$ cat config.mk
export PLATFORM = sky130hd
export DESIGN_NAME = csr_trap_unit
export DESIGN_NICKNAME = d
export VERILOG_FILES = /design/src/rtl/csr_trap_unit.sv
export SDC_FILE = /design/constraint.sdc
export NUM_CORES = 1
export LEC_CHECK = 0
export BUFFER_PORTS_ARGS = -buffer_cell sky130_fd_sc_hd__buf_2
export CAP_MARGIN = 25
export CORE_ASPECT_RATIO = 1.2
export CORE_UTILIZATION = 36
export CTS_CLUSTER_DIAMETER = 200
export DETAILED_ROUTE_END_ITERATION = 7
export MAX_ROUTING_LAYER = met4
export SYNTH_ARGS = -nofsm -noshare
export SYNTH_HDL_FRONTEND = slang
export SYNTH_SLANG_ARGS = --single-unit
$ cat constraint.sdc
create_clock -name clk -period 2.32 [get_ports clk]
set_input_delay 0.348 -clock clk [delete_from_list [all_inputs] [get_ports clk]]
set_output_delay 0.348 -clock clk [all_outputs]
set_load 0.1 [all_outputs]
$ cat src/rtl/csr_trap_unit.sv
// Machine-mode CSR file and trap responder: commits trap state on exceptions,
// serves Zicsr read/modify/write accesses and executes mret.
module csr_trap_unit #(
  parameter logic [31:0] MTVEC_RESET = 32'h8000_0000,
  parameter logic [31:0] MISA_VAL    = 32'h4000_0100
) (
  input  logic        clk,
  input  logic        rst,
  input  logic        exception_valid,
  input  logic [3:0]  exception_code,
  input  logic [31:0] exception_pc,
  input  logic [31:0] exception_val,
  output logic [31:0] trap_vector,
  output logic        trap_taken,
  input  logic        csr_en,
  input  logic [1:0]  csr_op,
  input  logic [11:0] csr_addr,
  input  logic [31:0] csr_wdata,
  output logic [31:0] csr_rdata,
  output logic        csr_illegal,
  input  logic        mret_valid,
  output logic        mret_redirect,
  output logic [31:0] mret_pc
);

  localparam logic [11:0] ADDR_MSTATUS  = 12'h300;
  localparam logic [11:0] ADDR_MISA     = 12'h301;
  localparam logic [11:0] ADDR_MTVEC    = 12'h305;
  localparam logic [11:0] ADDR_MSCRATCH = 12'h340;
  localparam logic [11:0] ADDR_MEPC     = 12'h341;
  localparam logic [11:0] ADDR_MCAUSE   = 12'h342;
  localparam logic [11:0] ADDR_MTVAL    = 12'h343;
  localparam logic [11:0] ADDR_MHARTID  = 12'hF14;
  localparam logic [31:0] ALIGN_MASK    = 32'hFFFF_FFFC;

  typedef enum logic {IDLE, TRAP_ACK} state_t;

  state_t      state_q, state_d;
  logic        mie_q, mpie_q;
  logic [31:0] mtvec_q, mscratch_q, mepc_q, mcause_q, mtval_q;
  logic        csr_mapped;
  logic [31:0] csr_wval;
  logic        take_trap, take_mret, do_csr_wr;

  function automatic logic [31:0] csr_modify(input logic [1:0]  op,
                                             input logic [31:0] old,
                                             input logic [31:0] wdata);
    case (op)
      2'b01:   return wdata;
      2'b10:   return old | wdata;
      2'b11:   return old & ~wdata;
      default: return old;
    endcase
  endfunction

  assign trap_vector = mtvec_q;

  always_comb begin
    csr_mapped = 1'b1;
    csr_rdata  = 32'h0;
    case (csr_addr)
      ADDR_MSTATUS:  csr_rdata = {19'h0, 2'b11, 3'b000, mpie_q, 3'b000, mie_q, 3'b000};
      ADDR_MISA:     csr_rdata = MISA_VAL;
      ADDR_MTVEC:    csr_rdata = mtvec_q;
      ADDR_MSCRATCH: csr_rdata = mscratch_q;
      ADDR_MEPC:     csr_rdata = mepc_q;
      ADDR_MCAUSE:   csr_rdata = mcause_q;
      ADDR_MTVAL:    csr_rdata = mtval_q;
      ADDR_MHARTID:  csr_rdata = 32'h0;
      default:       csr_mapped = 1'b0;
    endcase
  end

  // Every non-zero op counts as a write, so a read-only address rejects RS/RC too.
  assign csr_illegal = csr_en && (csr_op != 2'b00) &&
                       (!csr_mapped || (csr_addr[11:10] == 2'b11));
  assign csr_wval    = csr_modify(csr_op, csr_rdata, csr_wdata);

  // Priority: exception > mret > CSR write; TRAP_ACK swallows all three.
  always_comb begin
    state_d   = state_q;
    take_trap = 1'b0;
    take_mret = 1'b0;
    do_csr_wr = 1'b0;
    case (state_q)
      IDLE: begin
        if (exception_valid) begin
          take_trap = 1'b1;
          state_d   = TRAP_ACK;
        end else if (mret_valid) begin
          take_mret = 1'b1;
        end else if (csr_en && (csr_op != 2'b00) && !csr_illegal) begin
          do_csr_wr = 1'b1;
        end
      end
      TRAP_ACK: state_d = IDLE;
      default:  state_d = IDLE;
    endcase
  end

  always_ff @(posedge clk) begin
    if (rst) begin
      state_q       <= IDLE;
      mie_q         <= 1'b0;
      mpie_q        <= 1'b0;
      mtvec_q       <= MTVEC_RESET & ALIGN_MASK;
      mscratch_q    <= 32'h0;
      mepc_q        <= 32'h0;
      mcause_q      <= 32'h0;
      mtval_q       <= 32'h0;
      trap_taken    <= 1'b0;
      mret_redirect <= 1'b0;
      mret_pc       <= 32'h0;
    end else begin
      state_q       <= state_d;
      trap_taken    <= take_trap;
      mret_redirect <= take_mret;
      if (take_trap) begin
        mepc_q   <= exception_pc & ALIGN_MASK;
        mcause_q <= {28'h0, exception_code};
        mtval_q  <= exception_val;
        mpie_q   <= mie_q;
        mie_q    <= 1'b0;
      end else if (take_mret) begin
        mret_pc <= mepc_q;
        mie_q   <= mpie_q;
        mpie_q  <= 1'b1;
      end else if (do_csr_wr) begin
        case (csr_addr)
          ADDR_MSTATUS: begin
            mie_q  <= csr_wval[3];
            mpie_q <= csr_wval[7];
          end
          ADDR_MTVEC:    mtvec_q    <= csr_wval & ALIGN_MASK;
          ADDR_MSCRATCH: mscratch_q <= csr_wval;
          ADDR_MEPC:     mepc_q     <= csr_wval & ALIGN_MASK;
          ADDR_MCAUSE:   mcause_q   <= csr_wval;
          ADDR_MTVAL:    mtval_q    <= csr_wval;
          default:       ;
        endcase
      end
    end
  end

endmodule

Word level (Yosys, flattened, before mapping)
Cells that the tools add are included.
W data, S select, Z words.
{"block": "word_totals", "in_bits": 119, "register_bits": 191, "out_inout_bits": 99}
{"block": "classes", "eq_ne": 13, "reduce_logical": 26, "n_mux": 32, "bitwise": 6}
{"operator": "$mux W32", "n": 8}
{"operator": "$pmux W32 S7", "n": 1}
{"operator": "$pmux W32 S3", "n": 1}
{"operator": "$eq A12 B10 Y1 const B", "n": 7}
{"operator": "$and A32 B32 Y32", "n": 1}
{"operator": "$not A32 Y32", "n": 1}
{"operator": "$or A32 B32 Y32", "n": 1}
{"operator": "$mux W1", "n": 17}
{"operator": "$mux W4", "n": 4}
{"operator": "$reduce_bool A2 Y1", "n": 7}
{"operator": "$eq A12 B12 Y1 const B", "n": 1}
{"operator": "$reduce_and A3 Y1", "n": 4}
{"operator": "$reduce_and A4 Y1", "n": 2}
{"operator": "$reduce_or A8 Y1", "n": 1}
{"operator": "$eq A2 B2 Y1 const B", "n": 3}
{"operator": "$reduce_and A2 Y1", "n": 3}
{"operator": "$reduce_bool A3 Y1", "n": 2}
{"operator": "$logic_and A1 B1 Y1", "n": 3}
{"operator": "$not A1 Y1", "n": 3}
{"operator": "$eq A2 B1 Y1 const B", "n": 1}
{"operator": "$logic_not A1 Y1", "n": 2}
{"operator": "$ne A2 B2 Y1 const B", "n": 1}
{"operator": "$pmux W1 S2", "n": 1}
{"operator": "$reduce_or A2 Y1", "n": 1}
{"operator": "$logic_or A1 B1 Y1", "n": 1}

Logic depth before layout (Yosys ltp)
Gate-level depths: netlist of the first run.
{"block": "depth", "depth_word": 15, "ltp_mapped": 10}

Least setup slack after synthesis of the first run
Ideal clock, no wire load.
{"block": "synth_timing", "path_type": "input to output", "startpoint": "input csr_addr[3]", "endpoint": "output csr_rdata[8]", "path_stages": 6, "path_slack_ns": -1.398, "t_arrival_ns": 3.370, "path_cell_list": "or3b_1 > clkbuf_1 > buf_2 > nor3_1 > a21oi_1 > o21ai_0"}
{"block": "synth_via", "elab_chain_cells": 2, "elab_cells_between_ends": 8}
{"element": "start: declaration", "line_no": "17", "source": "input logic [11:0] csr_addr,"}
{"element": "$eq A12 B10 Y1", "line_no": "61", "source": "case (csr_addr)"}
{"element": "$pmux W32 S7 *", "line_no": "61"}
{"element": "end: declaration", "line_no": "19", "source": "output logic [31:0] csr_rdata,"}
Every way passes the cells marked *; elsewhere a longest branch is shown, timed or not.

Final worst setup path of the first run
{"block": "layout_timing", "startpoint": "register mpie_q", "endpoint": "output csr_rdata[7]"}
{"block": "layout_via", "elab_chain_cells": 1}
{"element": "start: declaration", "line_no": "39", "source": "logic mie_q, mpie_q;"}
{"element": "start signal: assignment", "line_no": "122", "source": "mpie_q <= mie_q;"}
{"element": "start signal: assignment", "line_no": "132", "source": "mpie_q <= csr_wval[7];"}
{"element": "$pmux W32 S7", "line_no": "61"}
No other way between the ends.

==> flow_summary.json, run 1 <==
{
  "worstHoldPathType": "in -> reg",
  "sequential_element_share_of_the_synthesized_area": 0.392,
  "yosys.cell_types.count": 63,
  "min_delay_worst_endpoint": "mcause_q[3]",
  "worst-slew-pin-transition_ps": 903,
  "globalplace.congestion": 0.974,
  "clk_path_buf_depth": 2,
  "detail_route.iter0.violations": 983,
  "insertion_delay_ps": 450,
  "drtPass1Iterations": 5,
  "synth.yosys.warnings": 0,
  "power.ir.vdd_worst_uv": 361,
  "report.final.setup_viol": 14,
  "post_drt_wl_per_cell_um": 20.9,
  "worst_slack_ps": -43.4,
  "dp_worst_setup_slack_ps": -189,
  "avgSynthCellArea_sq_um": 8.00,
  "finalCriticalPeriod_ps": 2360,
  "r2r.worst_path.cells": 7,
  "run_status": "finished with violations",
  "ys_ff_latch": 190,
  "final_nets": 1611,
  "cts_root_buf": "clkbuf_16",
  "clock_sink_count": 190,
  "ys_dominant_reg_cell": "dfxtp_1",
  "antenna_left": 0,
  "first_global_vias": 9910,
  "ctsHtreeMaxLevel": 4,
  "slew_violations": 0,
  "share_of_layout_cells_above_drive_strength_1": 0.350,
  "r2r-start": "trap_taken",
  "min_from": "exception_code[3]",
  "drt-total-wl_mm": 38.5,
  "fp-row-count": 65,
  "hold-path-cell-count": 3,
  "synth-edff-count": 0,
  "largest_net_degree_at_the_start_of_global_routing": 123,
  "ioPinCount": 218,
  "tritoncts.num_buffers": 17,
  "worst_slew_margin_rel": 0.396,
  "finalHoldViolations": 0,
  "worst-path-max-fanout": 3,
  "gr-total-overflow": 0,
  "critPathCaptureType": "output port",
  "core_region_area_sq_um": 26400,
  "async_reset_ff_frac": 0,
  "critical_path.reg2reg.endpoint": "mepc_q[17]",
  "max_freq_ghz": 0.423,
  "design.die.area_sq_um": 27600,
  "timing.critical_path.slowest_stage_cell": "or3b_4",
  "drc": 0,
  "placement.io_buffers": 211,
  "chipHeight_um": 182,
  "track_usage": 0.278,
  "layout_worst_path_cycle_share": 1.02,
  "detailedPlacementHpwl_mm": 26.0,
  "tritoncts": "yes",
  "synthesized_instance_count": 1213,
  "clk_pin_slew_worst_paths_ps": 70,
  "timing.critical_path.from_type": "register",
  "arrival_time_reported_for_the_critical_path_endpoint_ps": 2020,
  "rsz_0062_raised_after_global_routing": "yes",
  "vias_after_detailed_routing": 10504,
  "initial_standard_cell_utilization_of_the_core": 0.368,
  "die_width_um": 152,
  "failed_checks": "setup timing",
  "ff2ff_setup_slack_ps": 110,
  "post_cts_hold_buffer_count": 0,
  "detail_route.vias_per_cell": 5.71,
  "cap_viol_max_count": 0,
  "fin_worst_skew_ps": 12.1,
  "required_ps": 1970,
  "grt_antenna_before_repair": 1,
  "global_route_wire_length_before_repair_mm": 57.6,
  "netlist_area_sq_um": 9700,
  "power_density_over_cell_area_nw_per_um2": 555,
  "setup.worst_path.class": "reg -> out",
  "syn_to_final_growth_pct": 44.2,
  "cp_cell_sequence": "or3b_4, a2111oi_4, buf_4, a21oi_4, nor2_4, buf_12",
  "finalSetupTns_ps": -168,
  "worst_path_largest_cell_delay_ps": 390,
  "power.leakage_nw": 5.60
}
[critical path, delay by kind of cell (launching register included)]
kind            cells  cell delay [ps]
buf+inv             2              360
flops               1              340
simple gates        2              500
compound gates      2              360
[what timing repair did]
| item | CTS | global route |
|---|---|---|
| hold endpoints to repair | 0 | 0 |
| gates resized for setup | 39 | 53 |
| buffers inserted | 11 | 12 |
| pin swaps | 16 | 21 |
| gates cloned | 3 | 2 |
| setup endpoints to repair | 32 | 52 |
[synthesized netlist by cell type (all sizes together) (2+ instances only)]
master	number	area [sq um]
o31ai	2	20.0
nand4bb	2	22.5
and2	5	31.3
clkbuf	71	267
o311ai	2	17.5
a21o	3	22.5
nor4b	2	17.5
a211oi	41	408
nor2	58	218
xnor2	27	236
dfxtp	190	3800
mux2i	83	831
a31o	2	17.5
a22oi	4	30.0
nand2	266	998
nor2b	4	25.0
a221oi	2	17.5
nor4	4	31.3
nor3	14	86.3
o221a	2	22.5
o21ai	49	245
o22ai	25	156
inv	10	37.5
or4	2	15.0
o221ai	4	35.0
buf	45	282
a21oi	199	1030
a221o	2	20.0
a222oi	23	230
nand3	9	45.0
a32oi	2	17.5
a22o	24	210
o211ai	2	15.0
or2	3	18.8
o2bb2ai	3	26.3
or3b	2	17.5
nand2b	5	31.3
a31oi	5	31.3
or3	3	18.8
[per-layer routing]
metal | track usage | vias up | share of wire
li1 | - | 4874 | -
met1 | 0.347 | 5034 | 0.41
met2 | 0.442 | 507 | 0.48
met3 | 0.0401 | 89 | 0.072
met4 | 0.130 | 0 | 0.040
met5 | - | - | 0
[power breakdown]
group | internal, mW | leakage [nW] | switching, mW
clock | 1.69 | 0.294 | 1.35
combinational | 0.465 | 3.76 | 0.818
sequential | 3.37 | 1.55 | 0.0784
total | 5.52 | 5.60 | 2.25
[flip-flops by register name, summed over array words and instances, names as in the netlist]
signal         count
trap_vector       30
mpie_q             1
mie_q              1
mret_redirect      1
mcause_q          32
mscratch_q        32
mepc_q            30
mret_pc           30
trap_taken         1
mtval_q           32
[logic make-up after synthesis]
kind of cell              after synthesis  share of synthesized area
AOI/OAI and AO/OA                     400                      0.269
and+or+nand+nor                       384                      0.167
DFF                                   190                      0.392
buffers and inverters                 127                     0.0607
muxes                                  83                     0.0856
xor gates and xnor gates               28                     0.0253
other                                   1                   0.000386
[cell usage in the layout, fill, tap and decap left out, types with 19 or more instances in the layout]
master / synthesis / routed
a211oi_2: 20 / 21
buf_4: 7 / 125
nand2_1: 266 / 264
xnor2_1: 27 / 27
a21oi_1: 191 / 187
a22o_4: 0 / 23
clkbuf_16: 0 / 19
a211oi_1: 21 / 20
o21ai_0: 49 / 47
buf_2: 27 / 171
dfxtp_1: 190 / 186
a222oi_1: 23 / 23
nor2_1: 58 / 52
buf_12: 0 / 51
mux2i_1: 83 / 83
[cell type report]
| class | instances | area [sq um] |
|---|---|---|
| Inverter | 11 | 52.6 |
| Antenna cell | 1 | 2.50 |
| Fill cell | 2421 | 12400 |
| Clock buffer | 21 | 470 |
| Timing Repair Buffer | 373 | 3210 |
| Tap cell | 335 | 419 |
| Sequential cell | 190 | 3810 |
| Multi-Input combinational cell | 899 | 5900 |
| Clock inverter | 11 | 130 |
[worst max path at each step]
| stage | start | end | depth (start not counted) |
|---|---|---|---|
| detailed placement | csr_addr[5] | mtval_q[6] | 10 |
| global placement | csr_addr[0] | mscratch_q[7] | 10 |
| global route | mpie_q | csr_rdata[7] | 6 |
| floorplan | csr_addr[5] | csr_rdata[8] | 7 |
| CTS | mpie_q | csr_rdata[7] | 6 |
| finish | mpie_q | csr_rdata[7] | 6 |
[metrics by stage]
| stage | cell area, sq um | total power [mW] | cells | hold WS [ps] | utilization |
|---|---|---|---|---|---|
| global route | 14000 | 8.03 | 1841 | 136 | 0.531 |
| global placement | 12600 | 4.72 | 1783 | 437 | 0.479 |
| CTS | 13600 | 7.75 | 1828 | 113 | 0.515 |
| floorplan | 10000 | 4.26 | 1216 | 431 | - |
| detailed placement | 12600 | 4.73 | 1783 | 442 | 0.479 |
| finish | 14000 | 7.77 | 1841 | 128 | 0.531 |
(Power assumes the default switching activity.)
==> run 2: changes to the inputs <==
--- a/config.mk
+++ b/config.mk
@@ -12,6 +12,7 @@
 export CTS_CLUSTER_DIAMETER = 200
 export DETAILED_ROUTE_END_ITERATION = 7
 export MAX_ROUTING_LAYER = met4
+export RECOVER_POWER = 25
 export SYNTH_ARGS = -nofsm -noshare
 export SYNTH_HDL_FRONTEND = slang
 export SYNTH_SLANG_ARGS = --single-unit
==> constraint.sdc (replaced) <==
create_clock -name clk -period 2.32 [get_ports clk]
set_input_delay 0.116 -clock clk [delete_from_list [all_inputs] [get_ports clk]]
set_output_delay 0.116 -clock clk [all_outputs]
set_load 0.1 [all_outputs]
==> flow_summary.json, run 2 (synthesized netlist as in run 1, its figures left out) <==
{
  "report.final.setup_viol": 0,
  "layout_worst_path_cycle_share": 0.965,
  "max_freq_ghz": 0.447,
  "min_from": "exception_pc[30]",
  "cpLargestDelayFamily": "simple AND/OR/NAND/NOR gates",
  "finalSetupTns_ps": 0,
  "cts_root_buf": "clkbuf_16",
  "core_region_area_sq_um": 26400,
  "worst_path_largest_cell_delay_ps": 480,
  "fp-row-count": 65,
  "gr-total-overflow": 0,
  "grt_antenna_before_repair": 1,
  "power.leakage_nw": 4.75,
  "cp_cell_sequence": "or3b_2, a2111oi_4, a21oi_2, buf_4, nor2_4, buf_12",
  "cap_viol_max_count": 0,
  "fin_total_pwr_mw": 7.54,
  "required_ps": 2200,
  "largest_registers": "mcause_q (32), mscratch_q (32), mtval_q (32)",
  "rsz_0062_raised_after_global_routing": "no",
  "power_density_over_cell_area_nw_per_um2": 592,
  "finalHoldViolations": 0,
  "syn_to_final_growth_pct": 31.3,
  "die_width_um": 152,
  "finalCriticalPeriod_ps": 2240,
  "ioPinCount": 218,
  "pwr-share-comb": 0.160,
  "ctsHtreeMaxLevel": 4,
  "r2r-start": "trap_taken",
  "post_cts_buffers": 0,
  "timing.critical_path.slowest_stage_cell": "or3b_2",
  "drtPass1Iterations": 7,
  "detail_route.iter0.violations": 894,
  "detail_route.vias_per_cell": 5.62,
  "largest_net_degree_at_the_start_of_global_routing": 62,
  "worst-path-max-fanout": 3,
  "worst-slew-pin-transition_ps": 1400,
  "post_drt_wl_per_cell_um": 19.9,
  "p_sw_frac": 0.307,
  "mostFrequentLayoutCells": "266 x nand2_1, 189 x a21oi_1, 189 x dfxtp_1",
  "first_global_vias": 9585,
  "area_used_by_multi_input_combinational_logic_sq_um": 5420,
  "insertion_delay_ps": 440,
  "power.share.sequential": 0.456,
  "chipHeight_um": 182,
  "power.ir.vdd_worst_uv": 632,
  "placement.io_buffers": 211,
  "dp_cells": 1737,
  "vias_after_detailed_routing": 10091,
  "drt-total-wl_mm": 35.8,
  "final.fill_count": 2582,
  "timing.critical_path.from_type": "register",
  "setup.worst_path.class": "reg -> out",
  "clk_path_buf_depth": 2,
  "final-seq-area_sq_um": 3800,
  "netSwitchingPower_mw": 2.32,
  "run_status": "completed",
  "r2r.worst_path.cells": 6,
  "min_delay_worst_endpoint": "mepc_q[30]",
  "critPathCaptureType": "output port",
  "tritoncts": "yes",
  "design.die.area_sq_um": 27600,
  "p_int_mw": 5.23,
  "track_usage": 0.264,
  "finalNonFillerCells": 1794,
  "globalplace.congestion": 0.942,
  "clock_sink_count": 190,
  "arrival_time_reported_for_the_critical_path_endpoint_ps": 2120,
  "path_buf_inv": 2,
  "critical_path.reg2reg.endpoint": "mtval_q[18]",
  "ff2ff_setup_slack_ps": 260,
  "share_of_layout_cells_above_drive_strength_1": 0.245,
  "initial_standard_cell_utilization_of_the_core": 0.368,
  "slew_violations": 0,
  "detailedPlacementHpwl_mm": 24.5,
  "worst_slew_margin_rel": 0.0664,
  "clk_pin_slew_worst_paths_ps": 80,
  "final_nets": 1564,
  "fin_worst_skew_ps": 10.0,
  "hold-path-cell-count": 3,
  "layout_commonest_cell": "nand2_1",
  "worstHoldPathType": "in -> reg",
  "global_route_wire_length_before_repair_mm": 55.2,
  "drc": 0,
  "tritoncts.num_buffers": 17,
  "antenna_left": 0,
  "share_clk_of_total_power": 0.384
}
## run 2: worst reg2reg max path: stages (launching register included)
cell,delay (ps)
dfxtp_1,330
or3_1,170
nor4_2,60
and3_1,250
nor2_4,750
a21oi_1,160
a211oi_2,250
## run 2: worst max-delay path by stage
stage | start | endpoint | slack (ps) | cells past startpoint
after floorplan | csr_addr[5] | csr_rdata[8] | -380 | 7
after global placement | csr_addr[5] | mtval_q[31] | 50 | 8
after detailed placement | csr_addr[5] | mtval_q[20] | 9 | 8
after CTS | mpie_q | csr_rdata[7] | 7 | 6
after global routing | mpie_q | csr_rdata[7] | 10 | 6
final | mpie_q | csr_rdata[7] | 80 | 6
## run 2: final cells by class
class	instances	share of cell area
multi-input combinational	899	0.425
sequential	190	0.299
timing repair buffer	326	0.195
clock buffer	17	0.0334
tap	335	0.0329
clock inverter	15	0.0117
inverter	11	0.00324
antenna	1	0.000196
## run 2: metal layers
layer / wire length (um) / global-route usage / vias up
li1: - / - / 4775
met1: 15100 / 0.318 / 4834
met2: 17400 / 0.442 / 400
met3: 2140 / 0.0370 / 82
met4: 1220 / 0.105 / 0
met5: 0 / - / -
## run 2: repair_timing
action	CTS	global route
resized for setup	0	2
hold buffers	24	0
hold endpoints to repair	27	0
endpoints found under the setup margin	0	1
## run 2: per-stage QoR
stage	area, sq um	utilization	worst slack (ps)	hold WS [ps]
6_report	12700	0.484	82.2	18.0
4_1_cts	12800	0.486	7.27	5.06
5_1_grt	12700	0.484	14.1	9.34
3_5_place_dp	12000	0.455	9.31	347
2_1_floorplan	9750	-	-381	225
3_3_place_gp	12000	0.455	54.5	344
## run 2: power by group through the flow
stage,Clock [mW],Combinational [mW],Sequential [mW]
final,2.90,1.21,3.44
after global routing,3.11,1.29,3.45
after CTS,2.96,1.21,3.44
after detailed placement,0,1.17,3.51
after global placement,0,1.16,3.51
after floorplan,0,0.641,3.61
==> run 3: changes to the inputs <==
--- a/config.mk
+++ b/config.mk
@@ -12,7 +12,7 @@
 export CTS_CLUSTER_DIAMETER = 200
 export DETAILED_ROUTE_END_ITERATION = 7
 export MAX_ROUTING_LAYER = met4
-export RECOVER_POWER = 25
+export RECOVER_POWER = 100
 export SYNTH_ARGS = -nofsm -noshare
 export SYNTH_HDL_FRONTEND = slang
 export SYNTH_SLANG_ARGS = --single-unit
==> flow_summary.json, run 3 (synthesized netlist as in run 1, its figures left out) <==
{
  "tritoncts.num_buffers": 17,
  "utilization": 0.468,
  "largest_net_degree_at_the_start_of_global_routing": 62,
  "detailedPlacementHpwl_mm": 24.5,
  "insertion_delay_ps": 430,
  "tritoncts": "yes",
  "gr-total-overflow": 0,
  "largest_registers": "mcause_q (32), mscratch_q (32), mtval_q (32)",
  "placement.io_buffers": 211,
  "die_width_um": 152,
  "worstHoldPathType": "in -> reg",
  "route.met2.wl_mm": 17.4,
  "clock_sink_count": 190,
  "worst_slew_margin_rel": 0.0866,
  "post_cts_buffers": 0,
  "path_buf_inv": 3,
  "chipHeight_um": 182,
  "timing.critical_path.slowest_stage_cell": "a211oi_1",
  "r2r.worst_path.cells": 6,
  "grt_antenna_before_repair": 1,
  "worst-slew-pin-transition_ps": 1370,
  "slew_violations": 0,
  "clk_pin_slew_worst_paths_ps": 80,
  "detail_route.iter0.violations": 813,
  "dpl_cell_area_sq_um": 12000,
  "layout_worst_path_cycle_share": 0.979,
  "dr_wl_met3_mm": 2.24,
  "clk_path_buf_depth": 2,
  "finalCriticalPeriod_ps": 2270,
  "core_region_area_sq_um": 26400,
  "final_nets": 1564,
  "cp_cell_sequence": "clkbuf_2, or3_1, clkbuf_2, a211oi_1, o21ai_0, nand2_1, buf_12",
  "fp-row-count": 65,
  "design.die.area_sq_um": 27600,
  "met1Wirelength_mm": 15.0,
  "path_common_cell": "clkbuf_2",
  "syn_to_final_growth_pct": 27.2,
  "cap_viol_max_count": 0,
  "report.final.setup_viol": 0,
  "layout_commonest_cell": "nand2_1",
  "share_of_layout_cells_above_drive_strength_1": 0.228,
  "cpLargestDelayFamily": "buffers and inverters",
  "finalSetupTns_ps": 0,
  "rsz_0062_raised_after_global_routing": "no",
  "drc": 0,
  "power_density_over_cell_area_nw_per_um2": 611,
  "power.ir.vdd_worst_uv": 630,
  "ctsHtreeMaxLevel": 4,
  "drtPass1Iterations": 8,
  "drt-total-wl_mm": 35.9,
  "antenna_left": 0,
  "worst_slack_on_hold_paths_ps": 15.2,
  "mostFrequentLayoutCells": "266 x nand2_1, 190 x a21oi_1, 189 x dfxtp_1",
  "cts_root_buf": "clkbuf_16",
  "post_drt_wl_per_cell_um": 20.0,
  "ioPinCount": 218,
  "vias_after_detailed_routing": 10123,
  "run_status": "completed",
  "max_freq_ghz": 0.440,
  "critPathCaptureType": "output port",
  "global_route_wire_length_before_repair_mm": 55.2,
  "setup.worst_path.class": "in -> out",
  "power.leakage_nw": 4.57,
  "worst_path_largest_cell_delay_ps": 510,
  "globalplace.congestion": 0.942,
  "required_ps": 2200,
  "design_area_sq_um": 12300,
  "timing.critical_path.from_type": "primary input",
  "finalHoldViolations": 0,
  "arrival_time_reported_for_the_critical_path_endpoint_ps": 2160,
  "hold-path-cell-count": 3,
  "detail_route.vias_per_cell": 5.64,
  "cp_num_cells": 7,
  "worst_slack_ps": 47.6,
  "routed.top_layer": "met4",
  "fin_worst_skew_ps": 8.25,
  "initial_standard_cell_utilization_of_the_core": 0.368,
  "worst-path-max-fanout": 27,
  "first_global_vias": 9585,
  "dp_worst_setup_slack_ps": 9.31,
  "track_usage": 0.264
}
[run 3: layout make-up]
type	count	area, sq um
antenna	2	5.00
clock buffer	17	425
clock inverter	15	149
fill	2660	14000
inverter	11	41.3
multi-input combinational	899	5380
sequential	190	3800
tap	335	419
timing repair buffer	326	2120
[run 3: routing by layer]
layer,global-route usage,up-vias
li1,-,4787
met1,0.318,4814
met2,0.442,435
met3,0.0370,87
met4,0.105,0
met5,-,-
[run 3: timing repair]
action                                 CTS  global route
hold buffers                            24             0
setup endpoints to repair                0             1
endpoints found under the hold margin   27             0
resized for setup                        0             2
[run 3: through the flow]
stage	power, mW	instances
after floorplan	4.25	1216
after global placement	4.67	1737
after detailed placement	4.69	1737
after CTS	7.60	1793
after global routing	7.84	1794
final	7.54	1795
[run 3: worst paths after layout]
| check | start | end | slack [ps] |
|---|---|---|---|
| worst max register to register | trap_taken | mepc_q[24] | 140 |
| worst max-delay path | csr_addr[3] | csr_rdata[30] | 50 |
| worst min-delay path | exception_pc[30] | mepc_q[30] | 20 |
| worst min register to register | mcause_q[19] | mcause_q[19] | 450 |
[run 3: worst register-to-register path: cells and delay by family, from the launching register on]
| family | cells | cell delay, ps |
|---|---|---|
| AOI/OAI and AO/OA | 1 | 80 |
| buffers and inverters | 1 | 470 |
| DFF | 1 | 310 |
| muxes | 1 | 260 |
| and+or+nand+nor | 3 | 940 |
[run 3: power by group]
group	total [mW]	internal, mW	switching [mW]
logic	1.20	0.419	0.781
clock network	2.90	1.44	1.46
registers	3.44	3.37	0.0709
total	7.54	5.22	2.32
